[src/rtl/wb_port_arbiter.sv]
// wb_port_arbiter
//   Shares the register-file write port between the in-order WB stage and the
//   out-of-band multiply/divide unit. MDU results wait in a DEPTH-entry FIFO
//   and are written whenever WB is idle. If WB keeps the port for STARVE_MAX
//   cycles while results are queued, the pipeline is stalled for one cycle so
//   that the queue head gets the port.
//
//   Optional build macro: WBARB_BYPASS_EN -- with the queue empty and WB
//   idle, a valid MDU result goes straight to the write port (no push).
//
// Ports
//   clk, rst                     clock, synchronous active-high reset
//   wb_valid/wb_addr/wb_data     WB write request (held by pipe while stalled)
//   mdu_valid/mdu_addr/mdu_data  MDU result, accepted when mdu_ready
//   mdu_ready                    queue not full
//   pipe_stall                   freeze pipeline; WB request not consumed
//   rf_we/rf_waddr/rf_wdata      registered write port (latency 1)
//   q_count                      queue occupancy
module wb_port_arbiter #(
  parameter int DEPTH      = 4,
  parameter int DATA_W     = 32,
  parameter int ADDR_W     = 5,
  parameter int STARVE_MAX = 4
) (
  input  logic                     clk,
  input  logic                     rst,
  input  logic                     wb_valid,
  input  logic [ADDR_W-1:0]        wb_addr,
  input  logic [DATA_W-1:0]        wb_data,
  input  logic                     mdu_valid,
  input  logic [ADDR_W-1:0]        mdu_addr,
  input  logic [DATA_W-1:0]        mdu_data,
  output logic                     mdu_ready,
  output logic                     pipe_stall,
  output logic                     rf_we,
  output logic [ADDR_W-1:0]        rf_waddr,
  output logic [DATA_W-1:0]        rf_wdata,
  output logic [$clog2(DEPTH):0]   q_count
);

  localparam int PW = $clog2(DEPTH);
  localparam int SW = $clog2(STARVE_MAX + 1);
  localparam logic [SW-1:0] SMAX = SW'(STARVE_MAX);
  localparam logic [PW:0]   FULL = (PW + 1)'(DEPTH);

  typedef struct packed {
    logic [ADDR_W-1:0] addr;
    logic [DATA_W-1:0] data;
  } wr_req_t;

  wr_req_t          mem_q [DEPTH];
  wr_req_t          mem_d [DEPTH];
  logic [PW-1:0]    wr_ptr_q, wr_ptr_d, rd_ptr_q, rd_ptr_d;
  logic [PW:0]      cnt_q, cnt_d;
  logic [SW-1:0]    starve_q, starve_d;
  logic             rf_we_q, rf_we_d;
  logic [ADDR_W-1:0] rf_waddr_q, rf_waddr_d;
  logic [DATA_W-1:0] rf_wdata_q, rf_wdata_d;

  logic    empty, full, push, pop, byp, gnt;
  wr_req_t g_req;

  always_comb begin
    empty      = (cnt_q == '0);
    full       = (cnt_q == FULL);
    // rst gating keeps pushes out while the block is held in reset.
    mdu_ready  = !full && !rst;
    pipe_stall = (starve_q == SMAX) && !empty;
`ifdef WBARB_BYPASS_EN
    byp        = empty && !wb_valid && mdu_valid;
`else
    byp        = 1'b0;
`endif
    push       = mdu_valid && mdu_ready && !byp;
    // Head wins when starving, or whenever WB has nothing to write.
    pop        = !empty && (pipe_stall || !wb_valid);
    gnt        = pop || wb_valid || byp;

    g_req = '{addr: wb_addr, data: wb_data};
    if (pop)      g_req = mem_q[rd_ptr_q];
    else if (byp) g_req = '{addr: mdu_addr, data: mdu_data};

    mem_d    = mem_q;
    wr_ptr_d = wr_ptr_q;
    rd_ptr_d = rd_ptr_q;
    if (push) begin
      mem_d[wr_ptr_q] = '{addr: mdu_addr, data: mdu_data};
      wr_ptr_d        = wr_ptr_q + 1'b1;
    end
    if (pop) rd_ptr_d = rd_ptr_q + 1'b1;
    cnt_d = cnt_q + {{PW{1'b0}}, push} - {{PW{1'b0}}, pop};

    // Non-empty without a pop means WB took the port this cycle.
    starve_d = starve_q;
    if (pop || empty)          starve_d = '0;
    else if (starve_q != SMAX) starve_d = starve_q + 1'b1;

    rf_we_d    = 1'b0;
    rf_waddr_d = rf_waddr_q;
    rf_wdata_d = rf_wdata_q;
    if (gnt) begin
      rf_we_d    = (g_req.addr != '0);
      rf_waddr_d = g_req.addr;
      rf_wdata_d = g_req.data;
    end
  end

  always_ff @(posedge clk) begin
    if (rst) begin
      wr_ptr_q   <= '0;
      rd_ptr_q   <= '0;
      cnt_q      <= '0;
      starve_q   <= '0;
      rf_we_q    <= 1'b0;
      rf_waddr_q <= '0;
      rf_wdata_q <= '0;
    end else begin
      wr_ptr_q   <= wr_ptr_d;
      rd_ptr_q   <= rd_ptr_d;
      cnt_q      <= cnt_d;
      starve_q   <= starve_d;
      rf_we_q    <= rf_we_d;
      rf_waddr_q <= rf_waddr_d;
      rf_wdata_q <= rf_wdata_d;
    end
  end

  // Storage needs no reset; occupancy alone defines validity.
  always_ff @(posedge clk) mem_q <= mem_d;

  assign rf_we    = rf_we_q;
  assign rf_waddr = rf_waddr_q;
  assign rf_wdata = rf_wdata_q;
  assign q_count  = cnt_q;

endmodule
[config.mk]
export PLATFORM = sky130hd
export DESIGN_NAME = wb_port_arbiter
export DESIGN_NICKNAME = d
export VERILOG_FILES = /design/src/rtl/wb_port_arbiter.sv
export SDC_FILE = /design/constraint.sdc
export NUM_CORES = 1
export LEC_CHECK = 0
export ABC_AREA = 1
export CAP_MARGIN = 10
export CORE_ASPECT_RATIO = 1.4
export CORE_MARGIN = 3
export CORE_UTILIZATION = 55
export CTS_BUF_LIST = sky130_fd_sc_hd__clkbuf_2
export DETAILED_ROUTE_END_ITERATION = 8
export PLACE_DENSITY = 0.87
export SETUP_SLACK_MARGIN = 0.1
export SLEW_MARGIN = 10
export SYNTH_ARGS = -nofsm -noshare
export SYNTH_HDL_FRONTEND = slang
export SYNTH_SLANG_ARGS = --single-unit
[constraint.sdc]
create_clock -name clk -period 3 [get_ports clk]
set_input_delay 0.45 -clock clk [delete_from_list [all_inputs] [get_ports clk]]
set_output_delay 0.45 -clock clk [all_outputs]
set_load 0.02 [all_outputs]
==> results.yml, run 1 <==
clocking:
  clkSinkCount: 196
  cts_buffers: 17
  postCtsResizedCells: 0
  cts_max_level: 4
  path_clk_slew_ns: 0.25
  root_buffer: "clkbuf_2"
  hold_buffers: 0
  cts_tree: "yes"
  clock_latency_ns: 0.69
  post_cts_buffers: 0
  clockBufferDepth: 2
critical_path:
  max_stage_delay_ns: 0.60
  cp.required_ns: 2.55
  crit_chain: "inv_1 > ha_1 > nand2_4 > nor2_1 > clkdlybuf4s50_1"
  cp.arrival_ns: 2.17
  start_kind: "register"
  crit_type: "register to primary output"
  critPathMaxFanout: 6
  cpMaxStageDelayCell: "clkdlybuf4s50_1"
  end_kind: "primary output"
final_layout:
  drive_gt1_frac: 0.110
  finalNonFillerCells: 1013
  fin_area_um2: 9630
  syn_to_final_growth_pct: 19.6
  final_cell_mix: "edfxtp_1, clkdlybuf4s50_1, nor2_1"
  mostFrequentLayoutCell: "edfxtp_1"
  num-nets-final: 901
power:
  sequentialPowerShare: 0.494
  clockPowerShare: 0.169
  p_comb_frac: 0.337
  p_leak_uw: 0.00340
  internal_power_uw: 4580
  sw_frac_of_total: 0.348
  vdd_ir_drop_max_mv: 0.578
  power.density_nw_per_um2: 730
  p_switching_uw: 2450
sta:
  fmax_mhz: 381
  layout_setup_ws_ns: 0.378
  fin_skew_ns: 0.0280
  setup_viol: 0
  slew_headroom: 0.438
  period_needed_ns: 2.62
  hold_viol: 0
  tightest_slew_ns: 0.843
  post-route-period-util: 0.874
  slew_violations: 0
  fin_tns_setup_ns: 0
  rsz0062_at_grt: "no"
place:
  dpl_cell_area_um2: 9410
  pre_cts_ws_ns: 0.397
  gp_congestion: 0.763
  hpwl_mm: 11.2
  dp.cells: 980
  io_buffers: 120
routing:
  wl_per_cell_um: 17.0
  drc_errors: 0
  vias: 5494
  drtPass1Iterations: 5
  drt_iter0_drc: 334
  drt-total-wl_mm: 17.3
  postRouteAntennaNets: 0
  via_per_inst: 5.42
job:
  maxCapViolations: 0
floorplanning:
  initial_core_util: 0.570
  die_area_um2: 16100
  fp.coreArea_um2: 14100
  rows: 51
  die_height_um: 149
  die_w_um: 108
  ios: 121
logic_synthesis:
  syn_area_um2: 8050
  syn-num-nets: 784
  synth_warnings: 0
  syn_avg_cell_area_um2: 11.5
  ys_seq_area_frac: 0.672
  ys_types: 33
  syn_inst: 697
  synth_seq_cells: 196
run_status:
  status: "finished, final reports clean"
global_routing:
  grt_max_degree: 70
  grt_overflow_total: 0
  grt_use_total: 0.221
  grt_pass1_wl_mm: 27.4
  antenna_found_initial: 1
  grt_pass1_vias: 5652
worst_hold_path:
  hold_class: "input pin to register"
[worst max-delay path, delay by kind of cell (launching register included)]
family	cells	cell delay (ns)
adders and majority gates	1	0.21
buffers and inverters	2	0.69
DFF	1	0.39
and+or+nand+nor	2	0.19
[state kept, by name, indices dropped and copies added, names as in the netlist]
signal    count
q_count       3
starve_q      3
mem_q       148
wr_ptr_q      2
rf_we         1
rd_ptr_q      2
rf_waddr      5
rf_wdata     32
[synth_stat cells]
cell	instances	share of area
edfxtp_1	148	0.55
nor2_1	104	0.049
inv_1	56	0.026
o21ai_0	56	0.035
o21ai_1	53	0.033
nand2_1	50	0.023
dfxtp_1	48	0.12
nand3_1	40	0.025
o211ai_2	27	0.042
or2_0	27	0.021
buf_2	16	0.010
a21oi_1	13	0.0081
clkbuf_1	11	0.0051
ha_1	8	0.012
buf_4	6	0.0056
buf_6	6	0.0084
inv_2	6	0.0028
o211ai_1	4	0.0037
or2_1	4	0.0031
a31oi_1	1	0.00078
clkbuf_2	1	0.00062
fa_1	1	0.0025
inv_4	1	0.00078
nand2_2	1	0.00078
nand2_4	1	0.0014
nand4_1	1	0.00078
nor2_2	1	0.00078
nor3_1	1	0.00062
nor3_2	1	0.0012
o21ai_4	1	0.0020
o22ai_1	1	0.00078
xnor2_1	1	0.0011
xor2_1	1	0.0011
[cells by family (layout without fill, tap and decap cells)]
family	count (synthesis)	count (layout)	synth area share
XOR/XNOR	2	2	0.00218
AO/OA/AOI/OAI	156	156	0.125
adder cells (fa/ha/maj)	9	9	0.0149
other	0	1	0
flip-flops	196	196	0.672
AND/OR/NAND/NOR	231	231	0.126
buffers and inverters	103	233	0.0594
[power by group through the flow]
stage	combinational, uW	sequential (uW)	clock (uW)
after global routing	2600	3510	1320
after CTS	2380	3470	1210
after global placement	2280	3510	0
after floorplan	1290	3740	0
after detailed placement	2380	3530	0
final	2370	3470	1190
[layer usage]
layer	vias to the layer above	global-route usage	wire, um
li1	2641	-	-
met1	2638	0.255	6680
met2	185	0.397	9320
met3	30	0.0468	845
met4	0	0.0910	403
met5	-	0	0
[metrics by stage]
stage	total power, uW	hold slack [ns]	utilization
CTS	7060	0.246	0.682
detailed placement	5910	0.445	0.667
floorplan	5040	0.456	-
global placement	5790	0.444	0.667
finish	7030	0.296	0.683
global route	7430	0.226	0.683
[final timing paths]
path	startpoint	to	slack [ns]	cells after the start
hold reg to reg	rf_wdata[27]	rf_wdata[27]	0.47	2
hold / removal	wb_data[30]	rf_wdata[30]	0.30	3
setup / recovery	starve_q[0]	pipe_stall	0.38	5
setup reg to reg	starve_q[0]	q_count[2]	0.60	14
[area by class of cell]
class,instances,area [um^2]
sequential,196,5410
clock inverter,11,113
tap,185,231
timing repair buffer,138,1340
multi-input combinational,398,2190
fill,981,4480
clock buffer,21,105
inverter,63,239
antenna,1,2.50
Note: power is estimated with default switching activity, not from simulation.
==> run 2, diff against run 1 <==
--- a/config.mk
+++ b/config.mk
@@ -7,12 +7,12 @@
 export LEC_CHECK = 0
 export ABC_AREA = 1
 export CAP_MARGIN = 10
-export CORE_ASPECT_RATIO = 1.4
 export CORE_MARGIN = 3
 export CORE_UTILIZATION = 55
 export CTS_BUF_LIST = sky130_fd_sc_hd__clkbuf_2
 export DETAILED_ROUTE_END_ITERATION = 8
-export PLACE_DENSITY = 0.87
+export HOLD_SLACK_MARGIN = 0.08
+export PLACE_DENSITY = 0.86
 export SETUP_SLACK_MARGIN = 0.1
 export SLEW_MARGIN = 10
 export SYNTH_ARGS = -nofsm -noshare
==> run 2 against run 1 <==
Sequential share of layout area rose by 0.11 points; clock power barely moved; critical path depth did not move.
==> results.yml, run 2 (synthesized netlist as in run 1, its figures left out) <==
place:
  io_buffers: 120
  hpwl_mm: 10.8
  gp_congestion: 0.797
  pre_cts_ws_ns: 0.393
  dpl_cell_area_um2: 9390
clocking:
  path_clk_slew_ns: 0.24
  cts_tree: "yes"
  postCtsResizedCells: 0
  clockBufferDepth: 2
  root_buffer: "clkbuf_2"
  post_cts_buffers: 0
  cts_buffers: 17
  clock_latency_ns: 0.74
  clkSinkCount: 196
  cts_max_level: 4
  hold_buffers: 0
global_routing:
  grt_max_degree: 76
  busiest_layer: "met2"
  grt_pass1_vias: 5632
  grt_pass1_wl_mm: 27.2
  antenna_found_initial: 0
  grtUsageMet1: 0.259
  grt_util_met3: 0.0480
  grt_use_total: 0.215
  grtUsageMet2: 0.376
  grt_overflow_total: 0
floorplanning:
  die_area_um2: 16100
  rows: 43
  initial_core_util: 0.571
  die_height_um: 127
  fp.coreArea_um2: 14100
  die_w_um: 127
  ios: 121
sta:
  period_needed_ns: 2.65
  post-route-period-util: 0.882
  slew_headroom: 0.434
  slew_violations: 0
  tightest_slew_ns: 0.850
  fin_skew_ns: 0.0454
  hold_viol: 0
  layout_setup_ws_ns: 0.355
  fin_tns_setup_ns: 0
  fmax_mhz: 378
  rsz0062_at_grt: "no"
  setup_viol: 0
critical_path:
  start_kind: "register"
  startpoint: "starve_q[0]"
  rrSetupSlack_ns: 0.62
  crit_buf_inv: 2
  r2r-end: "q_count[2]"
  crit_family: "buffers and inverters"
  cpMaxStageDelayCell: "clkdlybuf4s50_1"
  crit_type: "register to primary output"
  crit_chain: "inv_1 > ha_1 > nand2_4 > nor2_1 > clkdlybuf4s50_1"
  cp.arrival_ns: 2.20
  reg2reg_depth: 14
  cp.required_ns: 2.55
  end_kind: "primary output"
  crit_cells: 5
  critPathMaxFanout: 6
  timing.rr.start: "starve_q[0]"
  max_stage_delay_ns: 0.61
worst_hold_path:
  min_to: "rf_wdata[30]"
  hold_start: "wb_data[30]"
  hold-path-cell-count: 3
  hold_class: "input pin to register"
power:
  internal_power_uw: 4590
  clockPowerShare: 0.172
  p_total_uw: 7050
  p_comb_frac: 0.339
  vdd_ir_drop_max_mv: 0.417
  p_leak_uw: 0.00338
  sw_frac_of_total: 0.349
  sequentialPowerShare: 0.489
  p_switching_uw: 2460
  power.density_nw_per_um2: 733
final_layout:
  largest_register_ffs: 148
  antenna_cells: 0
  utilization: 0.682
  fin_area_um2: 9610
  num-nets-final: 898
  drive_gt1_frac: 0.107
  final_cell_mix: "edfxtp_1, clkdlybuf4s50_1, nor2_1"
  syn_to_final_growth_pct: 19.4
  largest_register: "mem_q"
  mostFrequentLayoutCell: "edfxtp_1"
routing:
  drc_errors: 0
  vias: 5508
  drt-total-wl_mm: 17.2
  postRouteAntennaNets: 0
  wl_per_cell_um: 17.1
  drt_iter0_drc: 502
  drtPass1Iterations: 5
  via_per_inst: 5.49
run_status:
  status: "finished, final reports clean"
job:
  maxCapViolations: 0
[run 2: worst max path at each step]
stage / endpoint / slack [ns]
after floorplan: mem_q[0] / -0.31
after global placement: q_count[2] / 0.46
after detailed placement: q_count[2] / 0.39
after CTS: pipe_stall / 0.25
after global routing: pipe_stall / 0.17
final: pipe_stall / 0.35
[run 2: per-layer routing]
metal | vias up | routed length, um
met4 | 0 | 296
met5 | - | 0
met3 | 27 | 1120
li1 | 2634 | -
met1 | 2629 | 6880
met2 | 218 | 8870
[run 2: power groups by stage]
| stage | Sequential, uW | Clock, uW | Combinational [uW] |
|---|---|---|---|
| 2_1_floorplan | 3740 | 0 | 1290 |
| 5_1_grt | 3480 | 1340 | 2610 |
| 4_1_cts | 3450 | 1240 | 2410 |
| 6_report | 3450 | 1210 | 2390 |
| 3_5_place_dp | 3510 | 0 | 2400 |
| 3_3_place_gp | 3480 | 0 | 2320 |
[run 2: worst reg2reg max path, delay by kind of cell, from the launching register on]
family | cells | cell delay [ns]
adders and majority gates | 4 | 1.00
DFF | 1 | 0.42
AOI/OAI and AO/OA | 3 | 0.35
buffers and inverters | 5 | 0.29
xor gates and xnor gates | 1 | 0.16
and+or+nand+nor | 1 | 0.11
[run 2: through the flow]
stage               hold WS [ns]  std cells
floorplan                  0.456        697
global placement           0.442        972
detailed placement         0.445        972
CTS                        0.190       1004
global route               0.183       1004
finish                     0.279       1004
[run 2: area by class of cell]
class                           instances  area [um^2]
Timing Repair Buffer                  135         1330
Multi-Input combinational cell        398         2190
Sequential cell                       196         5410
Clock inverter                         11          113
Fill cell                            1002         4490
Inverter                               63          239
Clock buffer                           21          105
Tap cell                              180          225
